<file path="src/rtl/serial_pkg.sv">
// serial_pkg
//   Shared definitions for the bit-serial adder controller:
//   - WIDTH_DEF : default operand/sum width
//   - state_t   : FSM state encoding (IDLE=0, RUN=1, DONE=2; 3 is unused)
package serial_pkg;

  localparam int WIDTH_DEF = 8;

  typedef enum logic [1:0] {
    ST_IDLE = 2'd0,
    ST_RUN  = 2'd1,
    ST_DONE = 2'd2
  } state_t;

endpackage

</file>
<file path="src/rtl/serial_adder_ctrl_if.sv">
// serial_adder_ctrl_if
//   Request/result bundle of the serial adder controller.
//   master : drives start/opA/opB/cin, observes busy/done/sum/cout
//   slave  : the controller side
//   Signals:
//     start  request pulse (only honoured when the controller is idle or done)
//     opA    operand A, WIDTH bits
//     opB    operand B, WIDTH bits
//     cin    carry-in
//     busy   high while an add is shifting
//     done   one-cycle pulse, sum/cout valid
//     sum    WIDTH-bit result, held between adds
//     cout   carry-out, held like sum
interface serial_adder_ctrl_if #(
  parameter int WIDTH = serial_pkg::WIDTH_DEF
);

  logic             start;
  logic [WIDTH-1:0] opA;
  logic [WIDTH-1:0] opB;
  logic             cin;
  logic             busy;
  logic             done;
  logic [WIDTH-1:0] sum;
  logic             cout;

  modport master (
    output start, opA, opB, cin,
    input  busy, done, sum, cout
  );

  modport slave (
    input  start, opA, opB, cin,
    output busy, done, sum, cout
  );

endinterface

</file>
<file path="src/rtl/full_gate.sv">
// full_gate
//   One-bit full-adder cell (purely combinational).
//   Ports:
//     inA, inB  addend bits
//     Cin       carry in
//     outS2     sum bit
//     Cout0     carry out
module full_gate (
  input  logic inA,
  input  logic inB,
  input  logic Cin,
  output logic outS2,
  output logic Cout0
);

  assign outS2 = inA ^ inB ^ Cin;
  assign Cout0 = (inA & inB) | (inA & Cin) | (inB & Cin);

endmodule

</file>
<file path="src/rtl/serial_adder_ctrl.sv">
// serial_adder_ctrl
//   Bit-serial WIDTH-bit adder built around a single full_gate cell.
//   On an accepted start the operands and carry-in are loaded; each RUN cycle
//   presents the LSBs of the operand shift registers and the carry flop to the
//   cell, shifts the sum bit into the top of the sum register and captures the
//   carry. After WIDTH bit-cycles the result is latched into sum/cout and done
//   pulses for one cycle. A new start in DONE chains straight into the next add.
//   Ports:
//     clk  rising-edge clock
//     rst  synchronous active-high reset
//     bus  serial_adder_ctrl_if.slave (start/opA/opB/cin in, busy/done/sum/cout out)
module serial_adder_ctrl
  import serial_pkg::*;
#(
  parameter int WIDTH = WIDTH_DEF
) (
  input  logic                clk,
  input  logic                rst,
  serial_adder_ctrl_if.slave  bus
);

  localparam int CNT_W = (WIDTH > 2) ? $clog2(WIDTH) : 1;
  localparam logic [CNT_W-1:0] CNT_LAST = CNT_W'(WIDTH - 1);

  state_t             state_q, state_d;
  logic [WIDTH-1:0]   a_sh_q, a_sh_d;
  logic [WIDTH-1:0]   b_sh_q, b_sh_d;
  logic [WIDTH-1:0]   s_sh_q, s_sh_d;
  logic               carry_q, carry_d;
  logic [CNT_W-1:0]   cnt_q, cnt_d;
  logic [WIDTH-1:0]   sum_q, sum_d;
  logic               cout_q, cout_d;

  logic               s_bit;
  logic               c_bit;

  full_gate u_full_gate (
    .inA   (a_sh_q[0]),
    .inB   (b_sh_q[0]),
    .Cin   (carry_q),
    .outS2 (s_bit),
    .Cout0 (c_bit)
  );

  always_ff @(posedge clk) begin
    if (rst) begin
      state_q <= ST_IDLE;
      a_sh_q  <= '0;
      b_sh_q  <= '0;
      s_sh_q  <= '0;
      carry_q <= 1'b0;
      cnt_q   <= '0;
      sum_q   <= '0;
      cout_q  <= 1'b0;
    end else begin
      state_q <= state_d;
      a_sh_q  <= a_sh_d;
      b_sh_q  <= b_sh_d;
      s_sh_q  <= s_sh_d;
      carry_q <= carry_d;
      cnt_q   <= cnt_d;
      sum_q   <= sum_d;
      cout_q  <= cout_d;
    end
  end

  always_comb begin
    state_d = state_q;
    a_sh_d  = a_sh_q;
    b_sh_d  = b_sh_q;
    s_sh_d  = s_sh_q;
    carry_d = carry_q;
    cnt_d   = cnt_q;
    sum_d   = sum_q;
    cout_d  = cout_q;

    case (state_q)
      // IDLE and DONE accept a request identically; DONE falls back to IDLE
      // when nothing is pending, which gives back-to-back adds for free.
      ST_IDLE, ST_DONE: begin
        if (bus.start) begin
          a_sh_d  = bus.opA;
          b_sh_d  = bus.opB;
          carry_d = bus.cin;
          cnt_d   = '0;
          s_sh_d  = '0;
          state_d = ST_RUN;
        end else begin
          state_d = ST_IDLE;
        end
      end

      ST_RUN: begin
        carry_d = c_bit;
        s_sh_d  = {s_bit, s_sh_q[WIDTH-1:1]};
        a_sh_d  = {1'b0, a_sh_q[WIDTH-1:1]};
        b_sh_d  = {1'b0, b_sh_q[WIDTH-1:1]};
        cnt_d   = cnt_q + CNT_W'(1);
        // Last bit: publish the fully shifted sum register (including this
        // cycle's bit) and the final carry straight to the held outputs.
        if (cnt_q == CNT_LAST) begin
          sum_d   = s_sh_d;
          cout_d  = c_bit;
          state_d = ST_DONE;
        end
      end

      default: begin
        state_d = ST_IDLE;
      end
    endcase
  end

  assign bus.busy = (state_q == ST_RUN);
  assign bus.done = (state_q == ST_DONE);
  assign bus.sum  = sum_q;
  assign bus.cout = cout_q;

endmodule

</file>
<file path="src/flat_wrapper.sv">
// flat-port wrapper written by rule: the top's interface ports become plain ports
module serial_adder_ctrl_flat import serial_pkg::*;
#(
  parameter int WIDTH = WIDTH_DEF
)
  (clk, rst, bus_start, bus_opA, bus_opB, bus_cin, bus_busy, bus_done, bus_sum, bus_cout);
  serial_adder_ctrl_if #(.WIDTH(WIDTH)) bus_i ();
  input  logic clk;
  input  logic rst;
  input wire logic [$bits(bus_i.start)-1:0] bus_start;
  input wire logic [$bits(bus_i.opA)-1:0] bus_opA;
  input wire logic [$bits(bus_i.opB)-1:0] bus_opB;
  input wire logic [$bits(bus_i.cin)-1:0] bus_cin;
  output wire logic [$bits(bus_i.busy)-1:0] bus_busy;
  output wire logic [$bits(bus_i.done)-1:0] bus_done;
  output wire logic [$bits(bus_i.sum)-1:0] bus_sum;
  output wire logic [$bits(bus_i.cout)-1:0] bus_cout;
  assign bus_i.start = bus_start;
  assign bus_i.opA = bus_opA;
  assign bus_i.opB = bus_opB;
  assign bus_i.cin = bus_cin;
  assign bus_busy = bus_i.busy;
  assign bus_done = bus_i.done;
  assign bus_sum = bus_i.sum;
  assign bus_cout = bus_i.cout;
  serial_adder_ctrl #(.WIDTH(WIDTH)) u_core (.clk(clk), .rst(rst), .bus(bus_i));
endmodule
</file>
<file path="config.mk">
export PLATFORM = sky130hd
export DESIGN_NAME = serial_adder_ctrl_flat
export DESIGN_NICKNAME = d
export VERILOG_FILES = /design/src/rtl/serial_pkg.sv /design/src/rtl/serial_adder_ctrl_if.sv /design/src/rtl/full_gate.sv /design/src/rtl/serial_adder_ctrl.sv /design/src/flat_wrapper.sv
export SDC_FILE = /design/constraint.sdc
export NUM_CORES = 1
export LEC_CHECK = 0
export ABC_AREA = 1
export CELL_PAD_IN_SITES_DETAIL_PLACEMENT = 1
export CELL_PAD_IN_SITES_GLOBAL_PLACEMENT = 1
export CORE_MARGIN = 1
export CORE_UTILIZATION = 37
export DETAILED_ROUTE_END_ITERATION = 16
export HOLD_SLACK_MARGIN = 0.05
export PLACE_DENSITY_LB_ADDON = 0.08
export SLEW_MARGIN = 20
export SYNTH_ARGS = -nofsm -noshare
export SYNTH_HDL_FRONTEND = slang
export SYNTH_HIERARCHICAL = 1
export SYNTH_SLANG_ARGS = --single-unit
</file>
<file path="constraint.sdc">
create_clock -name clk -period 1.35 [get_ports clk]
set_input_delay 0.27 -clock clk [delete_from_list [all_inputs] [get_ports clk]]
set_output_delay 0.27 -clock clk [all_outputs]
set_load 0.02 [all_outputs]
</file>
==> impl_metrics.json <==
{
  "max_slew.worst_pin.slew_ps": 216.7,
  "cts_sinks": 38,
  "cts_made_buffers": 5,
  "final_cells": 346,
  "place_ws_ps": -107.8,
  "clockRootBuffer": "clkbuf_8",
  "grt_setup_unrepaired": "false",
  "routabilityCongestion": 0.7391,
  "area_growth_pct": 28.79,
  "ys.warnings.count": 6,
  "hold_path.class": "flip-flop to flip-flop",
  "diodes": 0,
  "htree_levels": 2,
  "period_needed_ps": 1291,
  "grt_max_degree": 25,
  "synth_top_cell_by_area": "dfxtp_1",
  "synthFlopType": "dfxtp_1",
  "fin_skew_ps": 5.288,
  "worst_slack_ps": 59.33,
  "synth.distinct_cells": 21,
  "synthesis.nets": 274,
  "synth_top_area_frac": 0.4228,
  "hpwl_um": 3173,
  "num_io_pins": 31,
  "worstPathMaxFanout": 4,
  "async_flop_share": 0,
  "power.density_nw_per_um2": 1154,
  "dp_cells": 339,
  "finalMaxSlewViolations": 0,
  "yosysMostFrequentCell": "nand2_1",
  "startpoint_type": "flip-flop",
  "dr.pass1.iters": 4,
  "slew_headroom": 0.8550,
  "cts_setup_buffers": 0,
  "nets": 315,
  "status": "finished clean",
  "vias": 1683,
  "ys_seq_elements": 38,
  "dr.first_iter.drc_count": 37,
  "max_freq_ghz": 0.7748,
  "drc_errors": 0,
  "antenna_found_initial": 0,
  "rows": 25,
  "synth_area_leaders": "dfxtp_1 (42%), nand3_1 (13%), nand2_1 (12%)",
  "ir_drop_mv": 0.5499,
  "drive_gt1_frac": 0.1438,
  "power.leakage_uw": 0.001129,
  "worstSetupPathType": "flip-flop to primary output",
  "synthCells": 251,
  "hold_viol_final": 0,
  "grt_pass1_vias": 1628,
  "grt-ovfl-total": 0,
  "end_kind": "primary output",
  "die_area_um2": 5146,
  "maxCapViolCount": 0,
  "viasPerCell": 4.864,
  "core_um2": 4692,
  "synth-edff-count": 0,
  "synth_area_um2": 1799,
  "totalWireLength_um": 4467,
  "final_core_util": 0.4939,
  "clk_path_buf_depth": 2,
  "clk_pin_slew_ps": 80,
  "port_buffers": 30,
  "grt_use_total": 0.1887,
  "die_x_um": 71.74,
  "setup_viol": 0,
  "post-route-period-util": 0.9561,
  "clock_latency_ps": 290,
  "fillerInstances": 615,
  "antenna_left": 0,
  "cp.arrival_ps": 1020,
  "avgSynthCellArea_um2": 7.168,
  "dieHeight_um": 71.74,
  "cp.required_ps": 1080,
  "grt_pass1_wl_um": 7555,
  "hold_buffers": 0,
  "synth_common_cells": "nand2_1 (57), nand3_1 (48), dfxtp_1 (38)",
  "initial_core_util": 0.3835,
  "cts_tree": "yes",
  "wire_per_inst_um": 12.91,
  "ys_seq_area_frac": 0.4228
}
==> sequential cells by signal (all words and copies together), names as in the netlist <==
register / flops
u_core/bus.cout: 1
u_core/s_sh_q: 7
u_core/b_sh_q: 8
u_core/a_sh_q: 8
u_core/bus.sum: 8
u_core/cnt_q: 3
u_core/carry_q: 1
u_core/state_q: 2
==> kinds of logic after synthesis <==
family / count (synthesis) / share of synthesized area
and+or+nand+nor: 144 / 0.3602
buffers and inverters: 50 / 0.1412
DFF: 38 / 0.4228
AOI/OAI and AO/OA: 16 / 0.05077
adders and majority gates: 3 / 0.02503
==> power breakdown <==
| part | switching (uW) | internal, uW |
|---|---|---|
| clock | 402 | 591 |
| combinational | 253 | 216 |
| sequential | 28.3 | 1180 |
| total | 683 | 1990 |
==> stage by stage <==
stage	total power, uW	area [um^2]	setup TNS (ps)	hold slack (ps)
global route	2818	2317	0	495.6
finish	2675	2317	0	466.4
global placement	1703	2215	-1014	445.4
detailed placement	1706	2215	-1255	451.9
floorplan	1540	1799	0	339.1
CTS	2712	2308	0	465.6
==> final timing paths <==
kind                                                     start                            end  slack [ps]  depth (start not counted)
worst max-delay path            u_core/state_q[0]$_SDFFE_PP0P_                       bus_busy          60                          3
worst min-delay path              u_core/cnt_q[0]$_SDFFE_PP0P_   u_core/cnt_q[0]$_SDFFE_PP0P_         470                          1
worst max register to register  u_core/state_q[0]$_SDFFE_PP0P_  u_core/b_sh_q[6]$_SDFFE_PP0P_         110                          7
worst min register to register    u_core/cnt_q[0]$_SDFFE_PP0P_   u_core/cnt_q[0]$_SDFFE_PP0P_         470                          1
==> cells in the final DEF (no fill, tap or decap), types with 3 or more instances in the layout <==
master            n
a21oi_1          11
dlygate4sd2_1     9
nor2_1           16
clkdlybuf4s50_1  19
nand2_2           3
inv_1            31
nand2_1          57
a21oi_2           3
nor3_1           15
nand3b_1          3
inv_2             3
clkbuf_8          6
nand3_1          48
dfxtp_1          36
buf_4            16
==> layer usage <==
layer,global-route usage,part of all wire,vias up
met5,0,0,-
met3,0.03516,0.026,7
met2,0.3260,0.48,19
met1,0.2354,0.48,779
li1,-,-,878
met4,0.06536,0.013,0
==> worst max-delay path: stages (launching register included) <==
cell	delay (ps)
dfxtp_2	380
inv_4	50
nor2_4	110
buf_2	180
==> what timing repair did <==
action | 4_1_cts | 5_1_grt
resized for setup | 19 | 2
pin swaps | 0 | 0
endpoints found under the setup margin | 11 | 6
==> layout make-up <==
type | instances | area (um^2) | share of cell area
well taps | 54 | 67.56 | 0.02916
clock inverters | 1 | 30.03 | 0.01296
repair buffers | 49 | 450.4 | 0.1944
clock buffers | 6 | 82.58 | 0.03564
multi-input cells | 163 | 789.5 | 0.3407
inverters | 35 | 133.9 | 0.05778
flip-flops and latches | 38 | 763.2 | 0.3294
Note: power is estimated with default switching activity, not from simulation.
